[config.mk]
export PLATFORM = sky130hd
export DESIGN_NAME = clock_display_scan_flat
export DESIGN_NICKNAME = d
export VERILOG_FILES = /design/src/rtl/clock_display_scan_if.sv /design/src/rtl/clock_display_scan.sv /design/src/flat_wrapper.sv
export SDC_FILE = /design/constraint.sdc
export NUM_CORES = 1
export LEC_CHECK = 0
export ABC_AREA = 1
export CAP_MARGIN = 20
export CORE_MARGIN = 2
export CORE_UTILIZATION = 30
export DETAILED_ROUTE_END_ITERATION = 8
export GPL_TIMING_DRIVEN = 0
export HOLD_SLACK_MARGIN = 0.15
export PLACE_DENSITY = 0.44
export SLEW_MARGIN = 20
export SYNTH_ARGS = -nofsm -noshare
export SYNTH_HDL_FRONTEND = slang
export SYNTH_SLANG_ARGS = --single-unit
[constraint.sdc]
create_clock -name clock -period 3.8 [get_ports clock]
set_clock_uncertainty 0.1 [all_clocks]
set_input_delay 0.57 -clock clock [delete_from_list [all_inputs] [get_ports clock]]
set_output_delay 0.57 -clock clock [all_outputs]
set_load 0.005 [all_outputs]
[src/rtl/clock_display_scan_if.sv]
// +----------------------------------------------------------------------------+
// | clock_display_scan_if                                                      |
// | Time fields into, and multiplexed 7-segment drive out of, the display scan.|
// | Rev 1.0 - initial release                                                  |
// +----------------------------------------------------------------------------+
`timescale 1ns/1ps
`default_nettype none

interface clock_display_scan_if;
  logic [5:0] sec;
  logic [5:0] min;
  logic [4:0] hour;
  logic [5:0] an;
  logic [6:0] seg;
  logic       dp;
  logic       frame_start;

  // master: the time source / observer side
  modport master (
    output sec, min, hour,
    input  an, seg, dp, frame_start
  );

  // slave: the display scanner
  modport slave (
    input  sec, min, hour,
    output an, seg, dp, frame_start
  );
endinterface

`default_nettype wire

[src/rtl/clock_display_scan.sv]
// +----------------------------------------------------------------------------+
// | clock_display_scan                                                         |
// | Frame-snapshotted hh:mm:ss to 6-digit multiplexed 7-segment driver with    |
// | anti-ghost blanking. Optional macro LZ_BLANK_EN blanks a leading hour zero.|
// | Rev 1.0 - initial release                                                  |
// +----------------------------------------------------------------------------+
`timescale 1ns/1ps
`default_nettype none

module clock_display_scan #(
  parameter int SCAN_DIV       = 50000,
  parameter int BLANK_CYC      = 16,
  parameter bit SEG_ACTIVE_LOW = 1'b1,
  parameter bit AN_ACTIVE_LOW  = 1'b1
) (
  input  logic                 clock,
  input  logic                 reset,
  clock_display_scan_if.slave  disp
);

  localparam int              PW           = $clog2(SCAN_DIV);
  localparam logic [PW-1:0]   c_pre_last   = PW'(SCAN_DIV - 1);
  localparam logic [PW-1:0]   c_pre_one    = PW'(1);
  localparam logic [2:0]      c_digit_last = 3'd5;
  localparam logic [6:0]      c_seg_dash   = 7'h40;
  localparam logic [6:0]      c_seg_off    = SEG_ACTIVE_LOW ? 7'h7F : 7'h00;
  localparam logic [5:0]      c_an_off     = AN_ACTIVE_LOW ? 6'h3F : 6'h00;
  localparam logic            c_dp_off     = SEG_ACTIVE_LOW;

  logic [PW-1:0] r_pre;
  logic [2:0]    r_digit;
  logic [5:0]    r_sec_sh;
  logic [5:0]    r_min_sh;
  logic [4:0]    r_hour_sh;
  logic          r_frame_start;
  logic [5:0]    r_an;
  logic [6:0]    r_seg;
  logic          r_dp;

  logic          w_tick;
  logic          w_frame_end;
  logic          w_blank;
  logic          w_lz_dark;
  logic          w_dark;
  logic [7:0]    w_sec_bcd;
  logic [7:0]    w_min_bcd;
  logic [7:0]    w_hour_bcd;
  logic          w_sec_bad;
  logic          w_min_bad;
  logic          w_hour_bad;
  logic [3:0]    w_digit_val;
  logic          w_field_bad;
  logic [6:0]    w_seg_hi;
  logic          w_dp_hi;
  logic [5:0]    w_an_hi;

  // Returns {tens, units}. The units subtraction runs in 4 bits: the true
  // result is below 10, so the low nibbles of v and 10*tens suffice.
  function automatic logic [7:0] to_bcd(input logic [5:0] v);
    logic [3:0] tens;
    logic [3:0] sub;
    if (v >= 6'd50) begin
      tens = 4'd5; sub = 4'd2;
    end else if (v >= 6'd40) begin
      tens = 4'd4; sub = 4'd8;
    end else if (v >= 6'd30) begin
      tens = 4'd3; sub = 4'd14;
    end else if (v >= 6'd20) begin
      tens = 4'd2; sub = 4'd4;
    end else if (v >= 6'd10) begin
      tens = 4'd1; sub = 4'd10;
    end else begin
      tens = 4'd0; sub = 4'd0;
    end
    return {tens, v[3:0] - sub};
  endfunction

  function automatic logic [6:0] seg_code(input logic [3:0] d);
    case (d)
      4'd0:    return 7'h3F;
      4'd1:    return 7'h06;
      4'd2:    return 7'h5B;
      4'd3:    return 7'h4F;
      4'd4:    return 7'h66;
      4'd5:    return 7'h6D;
      4'd6:    return 7'h7D;
      4'd7:    return 7'h07;
      4'd8:    return 7'h7F;
      4'd9:    return 7'h6F;
      default: return c_seg_dash;
    endcase
  endfunction

  assign w_tick      = (r_pre == c_pre_last);
  assign w_frame_end = w_tick && (r_digit == c_digit_last);

  generate
    if (BLANK_CYC > 0) begin : g_blank
      localparam logic [PW-1:0] c_blank_cyc = PW'(BLANK_CYC);
      assign w_blank = (r_pre < c_blank_cyc);
    end else begin : g_no_blank
      assign w_blank = 1'b0;
    end
  endgenerate

`ifdef LZ_BLANK_EN
  assign w_lz_dark = (r_digit == c_digit_last) && (r_hour_sh < 5'd10);
`else
  assign w_lz_dark = 1'b0;
`endif

  assign w_dark = w_blank || w_lz_dark;

  // Scan timing and frame snapshot
  always_ff @(posedge clock or negedge reset) begin
    if (!reset) begin
      r_pre         <= '0;
      r_digit       <= 3'd0;
      r_sec_sh      <= 6'd0;
      r_min_sh      <= 6'd0;
      r_hour_sh     <= 5'd0;
      r_frame_start <= 1'b0;
    end else begin
      r_pre         <= w_tick ? '0 : r_pre + c_pre_one;
      r_frame_start <= w_frame_end;
      if (w_tick) begin
        r_digit <= w_frame_end ? 3'd0 : r_digit + 3'd1;
      end
      if (w_frame_end) begin
        r_sec_sh  <= disp.sec;
        r_min_sh  <= disp.min;
        r_hour_sh <= disp.hour;
      end
    end
  end

  assign w_sec_bcd  = to_bcd(r_sec_sh);
  assign w_min_bcd  = to_bcd(r_min_sh);
  assign w_hour_bcd = to_bcd({1'b0, r_hour_sh});
  assign w_sec_bad  = (r_sec_sh > 6'd59);
  assign w_min_bad  = (r_min_sh > 6'd59);
  assign w_hour_bad = (r_hour_sh > 5'd23);

  always_comb begin
    w_digit_val = 4'd0;
    w_field_bad = 1'b0;
    case (r_digit)
      3'd0: begin w_digit_val = w_sec_bcd[3:0];  w_field_bad = w_sec_bad;  end
      3'd1: begin w_digit_val = w_sec_bcd[7:4];  w_field_bad = w_sec_bad;  end
      3'd2: begin w_digit_val = w_min_bcd[3:0];  w_field_bad = w_min_bad;  end
      3'd3: begin w_digit_val = w_min_bcd[7:4];  w_field_bad = w_min_bad;  end
      3'd4: begin w_digit_val = w_hour_bcd[3:0]; w_field_bad = w_hour_bad; end
      3'd5: begin w_digit_val = w_hour_bcd[7:4]; w_field_bad = w_hour_bad; end
      default: begin w_digit_val = 4'd0; w_field_bad = 1'b1; end
    endcase
  end

  assign w_seg_hi = w_field_bad ? c_seg_dash : seg_code(w_digit_val);
  assign w_dp_hi  = (r_digit == 3'd2) || (r_digit == 3'd4);
  assign w_an_hi  = 6'd1 << r_digit;

  // Registered drive; XOR with the "off" pattern applies polarity
  always_ff @(posedge clock or negedge reset) begin
    if (!reset) begin
      r_an  <= c_an_off;
      r_seg <= c_seg_off;
      r_dp  <= c_dp_off;
    end else if (w_dark) begin
      r_an  <= c_an_off;
      r_seg <= c_seg_off;
      r_dp  <= c_dp_off;
    end else begin
      r_an  <= w_an_hi ^ c_an_off;
      r_seg <= w_seg_hi ^ c_seg_off;
      r_dp  <= w_dp_hi ^ c_dp_off;
    end
  end

  assign disp.an          = r_an;
  assign disp.seg         = r_seg;
  assign disp.dp          = r_dp;
  assign disp.frame_start = r_frame_start;

endmodule

`default_nettype wire

[src/flat_wrapper.sv]
// flat-port wrapper written by rule: the top's interface ports become plain ports
module clock_display_scan_flat 
#(
  parameter int SCAN_DIV       = 50000,
  parameter int BLANK_CYC      = 16,
  parameter bit SEG_ACTIVE_LOW = 1'b1,
  parameter bit AN_ACTIVE_LOW  = 1'b1
)
  (clock, reset, disp_sec, disp_min, disp_hour, disp_an, disp_seg, disp_dp, disp_frame_start);
  clock_display_scan_if disp_i ();
  input  logic clock;
  input  logic reset;
  input wire logic [$bits(disp_i.sec)-1:0] disp_sec;
  input wire logic [$bits(disp_i.min)-1:0] disp_min;
  input wire logic [$bits(disp_i.hour)-1:0] disp_hour;
  output wire logic [$bits(disp_i.an)-1:0] disp_an;
  output wire logic [$bits(disp_i.seg)-1:0] disp_seg;
  output wire logic [$bits(disp_i.dp)-1:0] disp_dp;
  output wire logic [$bits(disp_i.frame_start)-1:0] disp_frame_start;
  assign disp_i.sec = disp_sec;
  assign disp_i.min = disp_min;
  assign disp_i.hour = disp_hour;
  assign disp_an = disp_i.an;
  assign disp_seg = disp_i.seg;
  assign disp_dp = disp_i.dp;
  assign disp_frame_start = disp_i.frame_start;
  clock_display_scan #(.SCAN_DIV(SCAN_DIV), .BLANK_CYC(BLANK_CYC), .SEG_ACTIVE_LOW(SEG_ACTIVE_LOW), .AN_ACTIVE_LOW(AN_ACTIVE_LOW)) u_core (.clock(clock), .reset(reset), .disp(disp_i));
endmodule
# Word-level counts from Yosys, hierarchy flattened
# Memory sizes are Yosys's and may differ from the RTL's.
# Cells that the tools add are included.
dict set report word_totals {
  reg_bits 51
  romBits 112
  inputBits 19
  out_inout_bits 15
  wordCells 88
  memories 1
}
dict set report op_classes {
  addsub 5
  order_cmp 19
  n_eq_ne 6
  shifts 1
  mux 38
  bitwise 3
  n_reduce_logical 6
}
# name depth word_bits read_ports rd_clocked_by_memory_dff wr line
set memory_table {}
lappend memory_table {{(name not given)} 16 7 1 0 0 clock_display_scan.sv:79} ;# case (d)
# operator n
set op_table {}
lappend op_table {{4-bit two-way mux} 27}
lappend op_table {{6-bit by 5-bit >= comparator with 1-bit output (second input constant)} 4}
lappend op_table {{6-bit >= comparator (second input constant)} 4}
lappend op_table {{4-bit case mux with 6 select lines} 1}
lappend op_table {{16-bit by 1-bit adder with 16-bit output (second input constant)} 1}
lappend op_table {{16-bit == test (second input constant)} 1}
lappend op_table {{16-bit by 5-bit less-than comparator with 1-bit output (second input constant)} 1}
lappend op_table {{16-bit two-way mux} 1}
lappend op_table {{7-bit two-way mux} 2}
lappend op_table {{5-bit by 6-bit >= comparator with 1-bit output (second input constant)} 2}
lappend op_table {{6-bit by 4-bit >= comparator with 1-bit output (second input constant)} 2}
lappend op_table {{6-bit > comparator (second input constant)} 2}
lappend op_table {{4-bit subtractor} 3}
lappend op_table {{5-bit >= comparator (second input constant)} 2}
lappend op_table {{7-bit inverter} 1}
lappend op_table {{3-bit by 2-bit == test with 1-bit output (second input constant)} 2}
lappend op_table {{3-bit == test (second input constant)} 2}
lappend op_table {{6-bit two-way mux} 1}
lappend op_table {{6-bit inverter} 1}
lappend op_table {{2-bit OR reduction} 3}
lappend op_table {{1-bit by 3-bit << shifter with 6-bit output (first input constant)} 1}
lappend op_table {{5-bit by 4-bit >= comparator with 1-bit output (second input constant)} 1}
lappend op_table {{5-bit > comparator (second input constant)} 1}
lappend op_table {{1-bit two-way mux} 4}
lappend op_table {{8 further kinds} 8}

# Longest topological paths before layout
# An unclocked memory read counts as a cell.
dict set report depth {
  ltp_word 12
  mapped_depth 20
  depth_no_buf 19
}

# Least setup slack after synthesis
# OpenSTA, ideal clock, no wires.
dict set report synth_path {
  path_kind {register to register}
  startpoint {reg u_core.r_min_sh[3]}
  endpoint {reg u_core.r_seg[0], in the netlist u_core.disp.seg[0]}
  setup_time_ns 0.085
  t_arrival_ns 2.425
  required_ns 3.615
  path_slack_ns 1.190
  path_stages_with_launch 15
  n_path_buf 1
  synth_period_minus_slack_ns 2.610
  cell_sequence {dfrtp_1 buf_2 o31ai_1 nand2_1 ha_1 inv_1 fa_1 nand2_1 o21ai_0 a21oi_1 nand3_1 inv_1 nand2_1 nand2_1 nand3_1}
}
dict set report synth_via {
  elab_chain_cells 12
  elab_cells_between_ends 23
  classes_between {add/sub (1); order compare (6); mux (14); bitwise (1); memory (1)}
}
# item line
set synth_lines {}
lappend synth_lines {{start, declared} clock_display_scan.sv:33} ;# logic [5:0] r_min_sh;
lappend synth_lines {{start signal, assigned} clock_display_scan.sv:131} ;# r_min_sh <= disp.min;
lappend synth_lines {{6-bit by 4-bit >= comparator with 1-bit output} clock_display_scan.sv:70} ;# end else if (v >= 6'd10) begin
lappend synth_lines {{4-bit two-way mux} clock_display_scan.sv:70}
lappend synth_lines {{4-bit two-way mux} clock_display_scan.sv:68} ;# end else if (v >= 6'd20) begin
lappend synth_lines {{4-bit two-way mux} clock_display_scan.sv:66} ;# end else if (v >= 6'd30) begin
lappend synth_lines {{4-bit two-way mux} clock_display_scan.sv:64} ;# end else if (v >= 6'd40) begin
lappend synth_lines {{4-bit two-way mux} clock_display_scan.sv:62} ;# if (v >= 6'd50) begin
lappend synth_lines {{4-bit subtractor} clock_display_scan.sv:75} ;# return {tens, v[3:0] - sub};
lappend synth_lines {{4-bit case mux with 6 select lines} clock_display_scan.sv:147} ;# case (r_digit)
lappend synth_lines {{memory read 16 x 7 bit} --}
lappend synth_lines {{7-bit two-way mux (*)} clock_display_scan.sv:158} ;# assign w_seg_hi = w_field_bad ? c_seg_dash : seg_code(w_digit_val);
lappend synth_lines {{7-bit inverter (no line) (*)} --}
lappend synth_lines {{7-bit two-way mux (*)} clock_display_scan.sv:168} ;# end else if (w_dark) begin
lappend synth_lines {{end signal, assigned} clock_display_scan.sv:166} ;# r_seg <= c_seg_off;
lappend synth_lines {{end signal, assigned} clock_display_scan.sv:170} ;# r_seg <= c_seg_off;
lappend synth_lines {{end signal, assigned} clock_display_scan.sv:174} ;# r_seg <= w_seg_hi ^ c_seg_off;
lappend synth_lines {{end, declared} clock_display_scan.sv:37} ;# logic [6:0] r_seg;
# Every way passes the cells marked *; elsewhere a longest branch is shown, timed or not.
# A chain may end at the register's enable or synchronous reset.

# Final worst setup path
# Same ends and word-level chain as after synthesis.

==> impl_metrics.json <==
{
  "first_pass_iters": 4,
  "worstReg2RegStart": "u_core.r_min_sh[3]",
  "track_usage_pct": 12.7,
  "max-slew-margin-rel_pct": 54.1,
  "grt.overflow.total": 0,
  "ys.flop_type": "dfrtp_1",
  "cts-root-buf": "clkbuf_8",
  "fmax_mhz": 330,
  "finalWorstSetupSlack_ps": 770,
  "drtIter0Drc": 72,
  "seq_area_um2": 1290,
  "post-place-cells": 539,
  "hp-class": "in2async",
  "crit_type": "reg2reg",
  "tns_ps": 0,
  "layout-drive-gt1-share_pct": 13.0,
  "core.rowCount": 36,
  "grt_pass1_vias": 2375,
  "initial_core_util_pct": 30.8,
  "path_buf_inv": 3,
  "end_kind": "register",
  "dp_hpwl_mm": 4.98,
  "critPathTopFamily": "simple AND/OR/NAND/NOR gates",
  "die_w_um": 104,
  "avgRoutedWirePerCell_um": 11.9,
  "ys_ff_latch": 51,
  "p_leak_nw": 1.67,
  "critPathLaunchType": "register",
  "power_density_nw_per_um2": 264,
  "drc": 0,
  "nets": 450,
  "final_cells": 547,
  "postCtsSetupBuffers": 0,
  "antenna_found_initial": 0,
  "grt_max_degree": 52,
  "crit_top_cell": "nand2_1",
  "cts_tree": "built",
  "chipHeight_um": 104,
  "ys_types": 37,
  "cts.sinks": 51,
  "clkSlewWorstSetupHoldPaths_ps": 90,
  "wirelength_mm": 6.50,
  "synthTopCellsByArea": "dfrtp_1 31%, nand2_1 13%, dfstp_2 12%, inv_1 6.5%, ha_1 6.2%",
  "cts_buffers": 5,
  "r2r_slack_ps": 770,
  "arrival_ps": 3160,
  "num_io_pins": 34,
  "synth_most_common_cell": "nand2_1",
  "cts_resized": 0,
  "setup_viol": 0,
  "area_growth_pct": 20.2,
  "ys_warn_count": 0,
  "place_ws_ps": 767,
  "synth_area_per_cell_um2": 8.06,
  "peakVddDrop_uv": 146,
  "cts.hold.buffers_added": 0,
  "design.core.area_um2": 9770,
  "grt_pass1_wl_mm": 11.3,
  "vias_per_cell": 4.34,
  "fin_hold_ws_ps": 191,
  "rr_worst_depth": 14,
  "detail-route-antenna-nets": 0,
  "place_congestion": 0.764,
  "num_vias": 2374,
  "rsz0062_at_grt": "false",
  "fin_crit_ps": 3030,
  "design_area_um2": 3610,
  "synth_cells": 373,
  "htreeDepth": 2,
  "multi_input_area_um2": 1450,
  "critical_path.max_fanout": 8,
  "worstMarginPinSlew_ps": 679,
  "dpl-instance-area_um2": 3500,
  "synth_nets": 410,
  "port_buffers": 33,
  "crit_slowest_cell": "fa_1",
  "synth_top_area_cell": "dfrtp_1",
  "period_share_pct": 79.7,
  "path_cells": "buf_2 -> o31ai_1 -> nand2_1 -> ha_1 -> inv_1 -> fa_1 -> nand2_1 -> o21ai_0 -> a21oi_1 -> nand3_1 -> inv_1 -> nand2_1 -> nand2_1 -> nand3_1",
  "async_flop_share_pct": 100,
  "synth_top_area_share_pct": 30.8,
  "required_ps": 3930,
  "dieArea_um2": 10800,
  "hold_viol_final": 0,
  "antenna_cells": 0,
  "syn-cell-area_um2": 3010,
  "ys_top_cells_by_count": "101 x nand2_1, 52 x inv_1, 37 x dfrtp_1, 35 x nor2_1, 26 x nand3_1",
  "run_status": "completed",
  "nFillCells": 1029,
  "ys_seq_area_share_pct": 43.0,
  "clk_latency_ps": 300,
  "max_stage_delay_ps": 400,
  "slew_viol_final": 0,
  "synth_edf_count": 0,
  "max-clock-path-buffers": 2,
  "reg2reg_to": "u_core.disp.seg[0]",
  "max_cap_violations": 0
}
## layout make-up
type	count	area share (%)
buffer	6	1.52
multi-input combinational	260	40.0
inverter	56	5.88
clock buffer	5	1.90
tap	133	4.60
timing repair buffer	33	9.07
sequential	51	35.8
clock inverter	3	1.21
## worst reg2reg max path: stages (launching register included)
cell and delay (ps):
dfrtp_1 360, buf_2 170, o31ai_1 360, nand2_1 150, ha_1 200, inv_1 60, fa_1 400, nand2_1 80
o21ai_0 100, a21oi_1 160, nand3_1 250, inv_1 210, nand2_1 90, nand2_1 170, nand3_1 100
## stage by stage
stage	util [%]	total power, mW
after floorplan	-	0.553
after global placement	35.9	0.584
after detailed placement	35.8	0.583
after CTS	37.0	0.984
after global routing	37.0	0.998
final	37.0	0.955
## routing by layer
metal	routed length, um	GRT usage (%)	vias up
met5	0	0	-
met4	31	2.61	0
met3	196	2.57	2
met2	3040	21.5	27
met1	3230	16.8	1090
li1	-	-	1255
## layout by cell type (no fill, tap or decap), drive strengths merged, types with 8 or more instances in the layout
cell type and n:
nand2 104, inv 55, dfrtp 37, nor2 37
clkdlybuf4s50 32, o21ai 29, nand3 26, ha 15
dfstp 14, a21oi 10, nor3 8
## cell families after synthesis
logic type / share of synthesized area (%)
buffers and inverters: 8.90
AO/OA/AOI/OAI: 9.44
XOR/XNOR: 2.62
flip-flops: 43.0
AND/OR/NAND/NOR: 27.8
adder cells (fa/ha/maj): 8.24
## sequential cells by signal, summed over array words and instances, names as in the netlist
register,count
u_core.r_pre,16
u_core.disp.seg,7
u_core.disp.an,6
u_core.r_min_sh,6
u_core.r_sec_sh,6
u_core.r_hour_sh,5
u_core.r_digit,3
u_core.disp.dp,1
u_core.disp.frame_start,1
## worst max-delay path by stage
stage	start	endpoint	slack [ps]	cells past startpoint
after floorplan	u_core.r_min_sh[3]	u_core.disp.seg[0]	1190	14
after global placement	reset	u_core.r_pre[4]	360	1
after detailed placement	u_core.r_min_sh[3]	u_core.disp.seg[2]	770	14
after CTS	u_core.r_min_sh[3]	u_core.disp.seg[2]	760	14
after global routing	u_core.r_min_sh[3]	u_core.disp.seg[5]	500	19
final	u_core.r_min_sh[3]	u_core.disp.seg[0]	770	14
## power by group
group / internal [mW] / switching [mW] / total, mW / leakage, nW
logic: 0.0158 / 0.0130 / 0.0288 / 1.05
registers: 0.543 / 0 / 0.543 / 0.561
clock network: 0.196 / 0.187 / 0.383 / 0.0581
total: 0.755 / 0.200 / 0.955 / 1.67
(Power assumes the default switching activity.)
